$ cat src/rtl/voice_allocator.sv
// voice_allocator: shares NUM_VOICES oscillator voices among NUM_KEYS keys.
// Each new key press is queued as pending, and one pending key is granted per
// cycle, lowest key index first. The grant goes to the lowest free voice. If
// every voice is busy, the oldest voice is stolen. Releasing a key frees its
// voice at the same edge.
//
// Ports:
//   clk          system clock
//   n_rst        synchronous active-low reset
//   enable       1 = allocate, 0 = flush voices and pending presses
//   keys         level key-held vector (debounced)
//   voice_active per-voice sounding flag
//   voice_key    per-voice key index, voice v at [v*KW +: KW]
//   voice_start  1-cycle pulse when voice v is (re)assigned
//   steal        1-cycle pulse alongside a voice_start caused by stealing
//   busy         at least one press is pending
module voice_allocator #(
  parameter int unsigned NUM_KEYS   = 8,
  parameter int unsigned NUM_VOICES = 4,
  localparam int unsigned KW = $clog2(NUM_KEYS),
  localparam int unsigned AW = $clog2(NUM_VOICES)
) (
  input  logic                       clk,
  input  logic                       n_rst,
  input  logic                       enable,
  input  logic [NUM_KEYS-1:0]        keys,
  output logic [NUM_VOICES-1:0]      voice_active,
  output logic [NUM_VOICES*KW-1:0]   voice_key,
  output logic [NUM_VOICES-1:0]      voice_start,
  output logic                       steal,
  output logic                       busy
);

  logic [NUM_KEYS-1:0]   key_q, key_d;
  logic [NUM_KEYS-1:0]   pending_q, pending_d;
  logic [NUM_VOICES-1:0] active_q, active_d;
  logic [KW-1:0]         vkey_q [NUM_VOICES];
  logic [KW-1:0]         vkey_d [NUM_VOICES];
  logic [AW-1:0]         age_q  [NUM_VOICES];
  logic [AW-1:0]         age_d  [NUM_VOICES];
  logic [NUM_VOICES-1:0] start_q, start_d;
  logic                  steal_q, steal_d;

  logic [NUM_KEYS-1:0]   press, rel, cand, grant_bit;
  logic                  grant_valid;
  logic [KW-1:0]         grant_key;
  logic [NUM_VOICES-1:0] free;
  logic                  any_free, found;
  logic [AW-1:0]         sel;
  logic [AW-1:0]         best_age;

  always_comb begin
    press = keys & ~key_q;
    rel   = key_q & ~keys;

    // A pending key only counts while it is still held.
    cand        = pending_q & keys;
    grant_valid = 1'b0;
    grant_key   = '0;
    grant_bit   = '0;
    for (int i = 0; i < NUM_KEYS; i++) begin
      if (cand[i] && !grant_valid) begin
        grant_valid  = 1'b1;
        grant_key    = KW'(i);
        grant_bit[i] = 1'b1;
      end
    end

    // A voice whose key is released this edge can be reused immediately.
    for (int v = 0; v < NUM_VOICES; v++) begin
      free[v] = ~active_q[v] | rel[vkey_q[v]];
    end
    any_free = |free;

    sel   = '0;
    found = 1'b0;
    for (int v = 0; v < NUM_VOICES; v++) begin
      if (free[v] && !found) begin
        sel   = AW'(v);
        found = 1'b1;
      end
    end
    // No free voice: take the oldest. A strict compare keeps the lowest index on ties.
    best_age = age_q[0];
    if (!any_free) begin
      for (int v = 1; v < NUM_VOICES; v++) begin
        if (age_q[v] > best_age) begin
          best_age = age_q[v];
          sel      = AW'(v);
        end
      end
    end

    key_d     = keys;
    pending_d = ((pending_q & ~grant_bit) | press) & keys;
    active_d  = active_q;
    vkey_d    = vkey_q;
    age_d     = age_q;
    start_d   = '0;
    steal_d   = 1'b0;

    for (int v = 0; v < NUM_VOICES; v++) begin
      if (active_q[v] && rel[vkey_q[v]]) begin
        active_d[v] = 1'b0;
      end
    end

    if (grant_valid) begin
      for (int v = 0; v < NUM_VOICES; v++) begin
        if (active_d[v] && (AW'(v) != sel) && (age_q[v] != AW'(NUM_VOICES - 1))) begin
          age_d[v] = age_q[v] + AW'(1);
        end
      end
      // Grant overrides a release of the previous key on the same voice.
      active_d[sel] = 1'b1;
      vkey_d[sel]   = grant_key;
      age_d[sel]    = '0;
      start_d[sel]  = 1'b1;
      steal_d       = ~any_free;
    end

    // Flush, but track held keys so they produce no press edge on re-enable.
    if (!enable) begin
      pending_d = '0;
      active_d  = '0;
      start_d   = '0;
      steal_d   = 1'b0;
      for (int v = 0; v < NUM_VOICES; v++) begin
        vkey_d[v] = '0;
        age_d[v]  = '0;
      end
    end
  end

  always_ff @(posedge clk) begin
    if (!n_rst) begin
      key_q     <= '0;
      pending_q <= '0;
      active_q  <= '0;
      start_q   <= '0;
      steal_q   <= 1'b0;
      for (int v = 0; v < NUM_VOICES; v++) begin
        vkey_q[v] <= '0;
        age_q[v]  <= '0;
      end
    end else begin
      key_q     <= key_d;
      pending_q <= pending_d;
      active_q  <= active_d;
      start_q   <= start_d;
      steal_q   <= steal_d;
      for (int v = 0; v < NUM_VOICES; v++) begin
        vkey_q[v] <= vkey_d[v];
        age_q[v]  <= age_d[v];
      end
    end
  end

  always_comb begin
    voice_key = '0;
    for (int v = 0; v < NUM_VOICES; v++) begin
      voice_key[v*KW +: KW] = vkey_q[v];
    end
  end

  assign voice_active = active_q;
  assign voice_start  = start_q;
  assign steal        = steal_q;
  assign busy         = |pending_q;

endmodule

$ cat config.mk
export PLATFORM = sky130hd
export DESIGN_NAME = voice_allocator
export DESIGN_NICKNAME = d
export VERILOG_FILES = /design/src/rtl/voice_allocator.sv
export SDC_FILE = /design/constraint.sdc
export NUM_CORES = 1
export LEC_CHECK = 0
export CORE_MARGIN = 4
export CORE_UTILIZATION = 38
export CTS_BUF_LIST = sky130_fd_sc_hd__clkbuf_4
export DETAILED_ROUTE_END_ITERATION = 8
export PLACE_DENSITY_LB_ADDON = 0.3
export SLEW_MARGIN = 20
export SYNTH_ARGS = -nofsm -noshare
export SYNTH_HDL_FRONTEND = slang
export SYNTH_SLANG_ARGS = --single-unit
$ cat constraint.sdc
create_clock -name clk -period 5.95 [get_ports clk]
set_input_delay 0.8925 -clock clk [delete_from_list [all_inputs] [get_ports clk]]
set_output_delay 0.8925 -clock clk [all_outputs]
set_load 0.02 [all_outputs]
==> flow_metrics.tcl <==
set metrics [dict create \
    start_util 0.393 \
    slowest_delay_ps 550 \
    area_growth_pct 18.6 \
    hold_buffers 0 \
    outcome "finished clean" \
    diodes 0 \
    min_path_type "reg2reg" \
    ys_seq_elements 45 \
    ys_types 59 \
    r2r_slack_ps 2320 \
    finClkSkew_ps 13.8 \
    synthesis.nets 302 \
    end_kind "flop" \
    gr-total-overflow 0 \
    grt_max_degree 24 \
    wirelength_um 6170 \
    drt-initial-drc-count 122 \
    cp.buffers_inverters 3 \
    h-tree-depth 2 \
    startpoint_type "flop" \
    postSynthAreaPerCell_sq_um 8.95 \
    drv_slew 0 \
    cp.arrival_ps 3920 \
    rows 29 \
    antenna_found_initial 0 \
    cap_viol_max_count 0 \
    detail-route-antenna-nets 0 \
    crit_chain "inv_1 -> ha_1 -> nor2_1 -> o22ai_1 -> o21ai_0 -> ha_1 -> inv_1 -> o22a_1 -> nor2_1 -> a21oi_1 -> ha_1 -> inv_1 -> a21oi_1 -> a21oi_1 -> o41a_1 -> nor3_4 -> mux2i_1" \
    clk_pin_slew_ps 120 \
    core_area_sq_um 6350 \
    critical-path-slowest-cell "o41a_1" \
    ys_warn_count 0 \
    synth_ff_type "dfxtp_1" \
    first_pass_iters 5 \
    grt_usage 0.161 \
    synthesis.area_sq_um 2500 \
    clk_latency_ps 360 \
    slew_headroom 0.399 \
    layout-drive-gt1-share 0.0799 \
    setup_viol 0 \
    crit_family "compound AO/OA/AOI/OAI gates" \
    die_x_um 89.1 \
    post_cts_buffers 0 \
    period_minus_slack_ps 3630 \
    setup_tns_ps 0 \
    grt_setup_unrepaired "false" \
    cts-root-buf "clkbuf_4" \
    synth-edff-count 0 \
    critPathMaxFanout 8 \
    p_per_area_nw_per_um2 192 \
    hpwl_um 4690 \
    synth_top_area_frac 0.361 \
    final_util 0.466 \
    clkSinkCount 45 \
    routedWlPerCell_um 15.8 \
    routed_via_density 5.66 \
    worst_slew_pin_slew_ps 902 \
    port_buffers 32 \
    cts_tree "done" \
    finalHoldViolCount 0 \
    max-vdd-ir-drop_mv 0.0962 \
    async_reset_ff_frac 0 \
    fmax_mhz 275 \
    yosysSeqAreaShare 0.361 \
    power.total_w 0.000568 \
    die_h_um 89.1 \
    critPathRequiredTime_ps 6240 \
    min_period_over_period 0.611 \
    routabilityCongestion 0.866 \
    synth_top_area_cell "dfxtp_1" \
    nets 335 \
    dieArea_sq_um 7930 \
    power.leakage_nw 1.03 \
    num_vias 2206 \
    first_global_vias 1979 \
    ctsResizeCount 0 \
    cts_buffer_depth 2 \
    grt_pass1_wl_um 9890 \
    synth_cells 279 \
    cts_buffers 5 \
    synth_area_leaders "dfxtp_1, nand2_1, ha_1" \
    drc 0 \
    crit_type "reg2reg" \
    io_pins 33 \
]
-- synth_stat cells (2+ instances only) --
master,number
mux2i_1,11
nor2b_1,8
ha_1,12
nand2_1,45
o22a_1,3
inv_1,13
dfxtp_1,45
nor2_2,2
and2_1,10
clkbuf_1,4
a311oi_1,2
nor4_1,4
nand3_1,5
a21o_1,2
nor2_1,8
nor3_1,9
o31ai_1,2
nor4b_1,2
and3_1,2
o21ai_0,6
mux4_2,4
a31oi_1,2
a22oi_1,4
o2bb2ai_1,3
a21oi_1,22
and3b_1,2
nand4_1,2
o221ai_1,3
nand2b_1,5
nor4bb_1,2
or3_1,2
o22ai_1,5
o21a_1,2
-- per-layer routing --
metal  wire (um)  vias to the layer above  global-route usage
li1            -                     1101                   -
met1        2850                     1033               0.215
met2        2920                       65               0.266
met3         304                        7              0.0323
met4          97                        0              0.0460
met5           0                        -                   0
-- placed cells by master, fill, tap and decap left out, types with 3 or more instances in the layout --
cell type,instances
nand2_1,45
dfxtp_1,45
clkdlybuf4s50_1,32
a21oi_1,22
inv_1,13
ha_1,12
mux2i_1,11
and2_1,10
nor3_1,9
nor2_1,8
nor2b_1,8
o21ai_0,6
clkbuf_4,6
o22ai_1,5
nand3_1,5
nand2b_1,5
nor4_1,4
a22oi_1,4
mux4_2,4
o22a_1,3
o221ai_1,3
o2bb2ai_1,3
-- final timing paths --
| path | to | startpoint | cells after the start |
|---|---|---|---|
| max | voice_key[3]$_SDFFE_PN0P_ | age_q[5]$_SDFFE_PN0N_ | 17 |
| min | pending_q[6]$_SDFF_PN0_ | key_q[6]$_SDFF_PN0_ | 1 |
| max reg2reg | voice_key[3]$_SDFFE_PN0P_ | age_q[5]$_SDFFE_PN0N_ | 17 |
| min reg2reg | pending_q[6]$_SDFF_PN0_ | key_q[6]$_SDFF_PN0_ | 1 |
-- logic make-up after synthesis --
kind of cell             share of synthesized area
multiplexers                                0.0802
AO/OA/AOI/OAI                                0.203
adder cells (fa/ha/maj)                     0.0601
buffers and inverters                       0.0321
flip-flops                                   0.361
AND/OR/NAND/NOR                              0.264
-- cell type report --
class                           count  area [sq um]
Multi-Input combinational cell    215          1520
Tap cell                           77          96.3
Clock inverter                      2          33.8
Sequential cell                    45           901
Timing Repair Buffer               32           320
Fill cell                         617          3390
Clock buffer                        6          45.0
Inverter                           13          48.8
-- worst reg2reg max path: cells and delay by family, from the launching register on --
kind	cells	cell delay [ps]
compound gates	7	1590
fa+ha+maj	3	760
flops	1	420
simple gates	3	400
mux	1	220
buf+inv	3	180
-- sequential cells by signal, summed over array words and instances, names as in the netlist --
| signal | flops |
|---|---|
| age_q | 8 |
| key_q | 8 |
| pending_q | 8 |
| steal | 1 |
| voice_active | 4 |
| voice_key | 12 |
| voice_start | 4 |
-- power breakdown --
part	switching (W)	internal, W
registers	0.00000587	0.000308
clock network	0.0000970	0.0000921
logic	0.0000392	0.0000264
total	0.000142	0.000426
-- metrics by stage --
step	instances	worst slack, ps	cell area, sq um	hold slack (ps)
floorplan	279	2770	2500	395
global placement	382	2400	2880	404
detailed placement	382	2350	2880	415
CTS	390	2320	2960	434
global route	390	1940	2960	442
finish	390	2320	2960	430
(Power assumes the default switching activity.)
